<file path="config.mk">
export PLATFORM = sky130hd
export DESIGN_NAME = alu
export DESIGN_NICKNAME = d
export VERILOG_FILES = /design/src/rtl/alu.sv
export SDC_FILE = /design/constraint.sdc
export NUM_CORES = 1
export LEC_CHECK = 0
export CAP_MARGIN = 20
export CORE_UTILIZATION = 61
export CTS_CLUSTER_DIAMETER = 50
export DETAILED_ROUTE_END_ITERATION = 8
export PLACE_DENSITY = 0.88
export SLEW_MARGIN = 30
export SYNTH_ARGS = -nofsm -noshare
export SYNTH_HDL_FRONTEND = slang
export SYNTH_SLANG_ARGS = --single-unit
</file>
<file path="constraint.sdc">
create_clock -name clk -period 9.6 [get_ports clk]
set_clock_uncertainty 0.05 [all_clocks]
set_input_delay 1.92 -clock clk [delete_from_list [all_inputs] [get_ports clk]]
set_output_delay 1.92 -clock clk [all_outputs]
set_load 0.005 [all_outputs]
</file>
<file path="src/rtl/alu.sv">
`default_nettype none
// ============================================================================
// Module  : alu (with mux_2to1_n operand selector)
// Brief   : DLX execute-stage ALU, 16 ops, combinational and stall-aware
//           registered result/overflow outputs.
// Revision: 1.0 - initial release
// ============================================================================

module mux_2to1_n #(
    parameter int N = 32
) (
    input  logic         i_sel,
    input  logic [N-1:0] i_d0,
    input  logic [N-1:0] i_d1,
    output logic [N-1:0] o_y
);
    assign o_y = i_sel ? i_d1 : i_d0;
endmodule

module alu #(
    parameter int WIDTH = 32
) (
    input  logic             clk,
    input  logic             reset,
    input  logic             stall,
    input  logic [WIDTH-1:0] bus_a,
    input  logic [WIDTH-1:0] bus_b,
    input  logic [WIDTH-1:0] imm32,
    input  logic             alu_src,
    input  logic [3:0]       alu_ctrl,
    output logic [WIDTH-1:0] alu_out,
    output logic             overflow,
    output logic [WIDTH-1:0] alu_out_q,
    output logic             overflow_q
);
    localparam int c_SHAMT_W = $clog2(WIDTH);

    localparam logic [3:0] c_ADD  = 4'b0000;
    localparam logic [3:0] c_ADDU = 4'b0001;
    localparam logic [3:0] c_SUB  = 4'b0010;
    localparam logic [3:0] c_SUBU = 4'b0011;
    localparam logic [3:0] c_AND  = 4'b0100;
    localparam logic [3:0] c_OR   = 4'b0101;
    localparam logic [3:0] c_XOR  = 4'b0110;
    localparam logic [3:0] c_SLL  = 4'b0111;
    localparam logic [3:0] c_SRL  = 4'b1000;
    localparam logic [3:0] c_SRA  = 4'b1001;
    localparam logic [3:0] c_SEQ  = 4'b1010;
    localparam logic [3:0] c_SNE  = 4'b1011;
    localparam logic [3:0] c_SLT  = 4'b1100;
    localparam logic [3:0] c_SGT  = 4'b1101;
    localparam logic [3:0] c_SLE  = 4'b1110;
    localparam logic [3:0] c_SGE  = 4'b1111;

    logic [WIDTH-1:0]     w_b;
    logic [WIDTH-1:0]     w_sum;
    logic [WIDTH-1:0]     w_diff;
    logic [c_SHAMT_W-1:0] w_shamt;
    logic                 w_lt;
    logic                 w_eq;
    logic                 w_add_ov;
    logic                 w_sub_ov;
    logic [WIDTH-1:0]     w_res;
    logic                 w_ov;

    mux_2to1_n #(.N(WIDTH)) u_opb_mux (
        .i_sel (alu_src),
        .i_d0  (bus_b),
        .i_d1  (imm32),
        .o_y   (w_b)
    );

    assign w_sum   = bus_a + w_b;
    assign w_diff  = bus_a - w_b;
    assign w_shamt = w_b[c_SHAMT_W-1:0];
    assign w_lt    = $signed(bus_a) < $signed(w_b);
    assign w_eq    = (bus_a == w_b);

    // Signed overflow: operand signs agree (ADD) or differ (SUB) and the
    // result sign departs from A.
    assign w_add_ov = (bus_a[WIDTH-1] == w_b[WIDTH-1]) && (w_sum[WIDTH-1]  != bus_a[WIDTH-1]);
    assign w_sub_ov = (bus_a[WIDTH-1] != w_b[WIDTH-1]) && (w_diff[WIDTH-1] != bus_a[WIDTH-1]);

    always_comb begin
        w_res = '0;
        w_ov  = 1'b0;
        case (alu_ctrl)
            c_ADD:  begin w_res = w_sum;  w_ov = w_add_ov; end
            c_ADDU: w_res = w_sum;
            c_SUB:  begin w_res = w_diff; w_ov = w_sub_ov; end
            c_SUBU: w_res = w_diff;
            c_AND:  w_res = bus_a & w_b;
            c_OR:   w_res = bus_a | w_b;
            c_XOR:  w_res = bus_a ^ w_b;
            c_SLL:  w_res = bus_a << w_shamt;
            c_SRL:  w_res = bus_a >> w_shamt;
            c_SRA:  w_res = $unsigned($signed(bus_a) >>> w_shamt);
            c_SEQ:  w_res = {{(WIDTH-1){1'b0}}, w_eq};
            c_SNE:  w_res = {{(WIDTH-1){1'b0}}, ~w_eq};
            c_SLT:  w_res = {{(WIDTH-1){1'b0}}, w_lt};
            c_SGT:  w_res = {{(WIDTH-1){1'b0}}, ~w_lt & ~w_eq};
            c_SLE:  w_res = {{(WIDTH-1){1'b0}}, w_lt | w_eq};
            c_SGE:  w_res = {{(WIDTH-1){1'b0}}, ~w_lt};
            default: begin w_res = '0; w_ov = 1'b0; end
        endcase
    end

    assign alu_out  = w_res;
    assign overflow = w_ov;

    logic [WIDTH-1:0] r_out;
    logic             r_ov;

    always_ff @(posedge clk or posedge reset) begin
        if (reset) begin
            r_out <= '0;
            r_ov  <= 1'b0;
        end else if (!stall) begin
            r_out <= w_res;
            r_ov  <= w_ov;
        end
    end

    assign alu_out_q  = r_out;
    assign overflow_q = r_ov;
endmodule

`default_nettype wire

</file>
==> flow_metrics.env, run 1 <==
export IMPL_ys_seq_area_share_pct=7.81
export IMPL_grt_pass1_wl_mm=70.0
export IMPL_post_cts_resized=0
export IMPL_final_hold_violation_count=0
export IMPL_drive_gt1_share_pct=7.75
export IMPL_drc_errors=9
export IMPL_clk_pin_slew_worst_paths_ns=0.05
export IMPL_yosysTopAreaCellShare_pct=11.5
export IMPL_fmax_ghz=0.114
export IMPL_path_max_fanout=16
export IMPL_vdd_ir_drop_max_uv=98.4
export IMPL_r2r_slack_ns=8.72
export IMPL_syn_area_per_cell_um2=7.10
export IMPL_async_flop_share_pct=100
export IMPL_synthFlopType="dfrtp_1"
export IMPL_antenna_found_initial=0
export IMPL_required_ns=7.63
export IMPL_detail_route_antenna_nets=0
export IMPL_yosysTopAreaCell="ha_1"
export IMPL_rsz0062_at_grt="no"
export IMPL_final_common_cell="clkdlybuf4s50_1"
export IMPL_arrival_ns=6.80
export IMPL_port_buffers=169
export IMPL_gp_congestion=1.14
export IMPL_start_util_pct=63.1
export IMPL_postCtsHoldBufs=0
export IMPL_worst_slew_pin_slew_ns=0.925
export IMPL_min_period_ns=8.77
export IMPL_ys_types=88
export IMPL_total_power_mw=1.27
export IMPL_cts_tree="yes"
export IMPL_synth_edf_count=0
export IMPL_final_util_pct=73.8
export IMPL_finalSetupViolations=0
export IMPL_postCtsSetupBuffers=0
export IMPL_ys_ff_latch=33
export IMPL_clock_path_buffers=2
export IMPL_hpwl_mm=35.9
export IMPL_crit_path_end_kind="primary output"
export IMPL_wl_mm=46.5
export IMPL_cts_made_buffers=5
export IMPL_core_mm2=0.0168
export IMPL_antenna_cells=0
export IMPL_cts_sinks=33
export IMPL_register_area_um2=826
export IMPL_min_path_type="flip-flop to flip-flop"
export IMPL_slowest_delay_ns=0.74
export IMPL_dpl_cell_count=1799
export IMPL_placement_rows=47
export IMPL_drt_initial_drc_count=2476
export IMPL_holdWs_ns=0.451
export IMPL_root_buffer="clkbuf_16"
export IMPL_worst_slack_ns=0.826
export IMPL_drt_pass1_iter_count=9
export IMPL_netlist_instances=1490
export IMPL_htreeDepth=2
export IMPL_track_usage_pct=50.8
export IMPL_status="finished with violations"
export IMPL_worst_slew_margin_rel_pct=37.7
export IMPL_area_growth_syn_to_layout_pct=16.9
export IMPL_synth_warnings=0
export IMPL_post_place_ws_ns=1.08
export IMPL_period_share_pct=91.4
export IMPL_overflow=0
export IMPL_vias_per_cell=7.35
export IMPL_cp_buffers_inverters=3
export IMPL_slowest_stage="a2111oi_0"
export IMPL_clk_latency_ns=0.28
export IMPL_drv_slew=0
export IMPL_total_leakage_power_nw=5.36
export IMPL_io_pins=170
export IMPL_grt_pass1_vias=12100
export IMPL_cp_start_kind="input port"
export IMPL_wl_per_cell_um=25.7
export IMPL_final_fill_count=1470
export IMPL_multi_input_area_mm2=0.00886
export IMPL_mostFrequentLayoutCells="clkdlybuf4s50_1, nand2_1, nor2_1"
export IMPL_syn_area_mm2=0.0106
export IMPL_cp_cell_sequence="buf_2, buf_4, mux2i_1, ha_1, nor2b_1, o31ai_1, a21oi_1, a2111oi_0, o31ai_1, a21oi_1, mux2i_1, nor3_1, o21ai_0, clkdlybuf4s50_1"
export IMPL_die_height_um=134
export IMPL_synth_nets=1693
export IMPL_violations="DRC"
export IMPL_placed_area_mm2=0.0122
export IMPL_die_area_mm2=0.0179
export IMPL_vias=13300
export IMPL_finalSetupTns_ns=0
export IMPL_drv_cap=0
export IMPL_num_nets_final=1789
export IMPL_synthTopCellsByArea="ha_1, mux2i_1, dfrtp_1, nand2_1, a21oi_1"
export IMPL_power_density_mw_per_mm2=103
export IMPL_stdcell_count=1807
export IMPL_grt_start_max_net_pins=60
export IMPL_path_class="input port to primary output"
export IMPL_fin_area_mm2=0.0124
export IMPL_die_width_um=134
export IMPL_cpLargestDelayFamily="compound AO/OA/AOI/OAI gates"
-- cells by family after synthesis --
| logic type | count (synthesis) | share of synthesized area (%) |
|---|---|---|
| mux | 166 | 18.9 |
| buf+inv | 205 | 8.66 |
| simple gates | 472 | 20.4 |
| compound gates | 493 | 30.6 |
| xor+xnor | 22 | 1.82 |
| fa+ha+maj | 99 | 11.9 |
| flops | 33 | 7.81 |
-- report_power, final --
group,internal (mW),switching [mW]
clock,0.0952,0.0621
combinational,0.383,0.546
sequential,0.168,0.0155
total,0.646,0.623
-- cells in the mapped netlist (5+ instances only) --
master,count
a21o_1,17
xnor2_1,15
ha_1,97
clkbuf_1,46
mux4_2,21
a221oi_1,24
buf_1,14
o221ai_1,10
nand3_1,28
and3_1,10
dfrtp_1,33
o31a_1,7
or3_1,9
xor2_1,7
mux2_2,31
o21ai_0,111
a22oi_1,14
o31ai_1,14
a211oi_1,20
nor2b_1,12
o21ai_1,11
nand2_1,157
or2_2,6
a21oi_1,114
and2_1,7
mux2i_1,110
o21bai_1,10
o211ai_1,24
nor4_1,11
inv_1,95
buf_6,10
nor2_1,149
nand2b_1,18
nor3_1,33
a32oi_1,5
a211o_1,7
a221o_1,8
a31oi_1,26
nand4_1,10
o22ai_1,21
buf_2,30
a311oi_1,7
-- final timing paths --
path | from | endpoint | cells past startpoint
worst max-delay path | alu_src | alu_out[0] | 14
worst min-delay path | alu_out_q[1] | alu_out_q[1] | 1
worst max register to register | alu_out_q[24] | alu_out_q[24] | 1
worst min register to register | alu_out_q[1] | alu_out_q[1] | 1
max in group asynchronous | reset | alu_out_q[1] | 3
min in group asynchronous | reset | alu_out_q[29] | 3
-- sequential cells by signal, summed over array words and instances, names as in the netlist --
name,flops
overflow_q,1
alu_out_q,32
-- layer usage --
metal,track usage [%],routed length [µm]
met3,14.7,7370
met2,75.5,19100
met1,64.1,16000
met4,33.1,3910
met5,0,0
-- layout make-up --
cell class,count,share of cell area [%]
Clock buffer,6,1.04
Inverter,98,2.98
Sequential cell,33,6.68
Tap cell,220,2.23
Multi-Input combinational cell,1252,71.7
Timing Repair Buffer,196,15.3
Clock inverter,2,0.0810
(Power assumes the default switching activity.)
==> inputs of run 2 (changes only) <==
SETUP_SLACK_MARGIN = 0.5   (was unset)
==> results of run 2 <==
The final DEF is identical to that of run 1; final timing and power are the same.
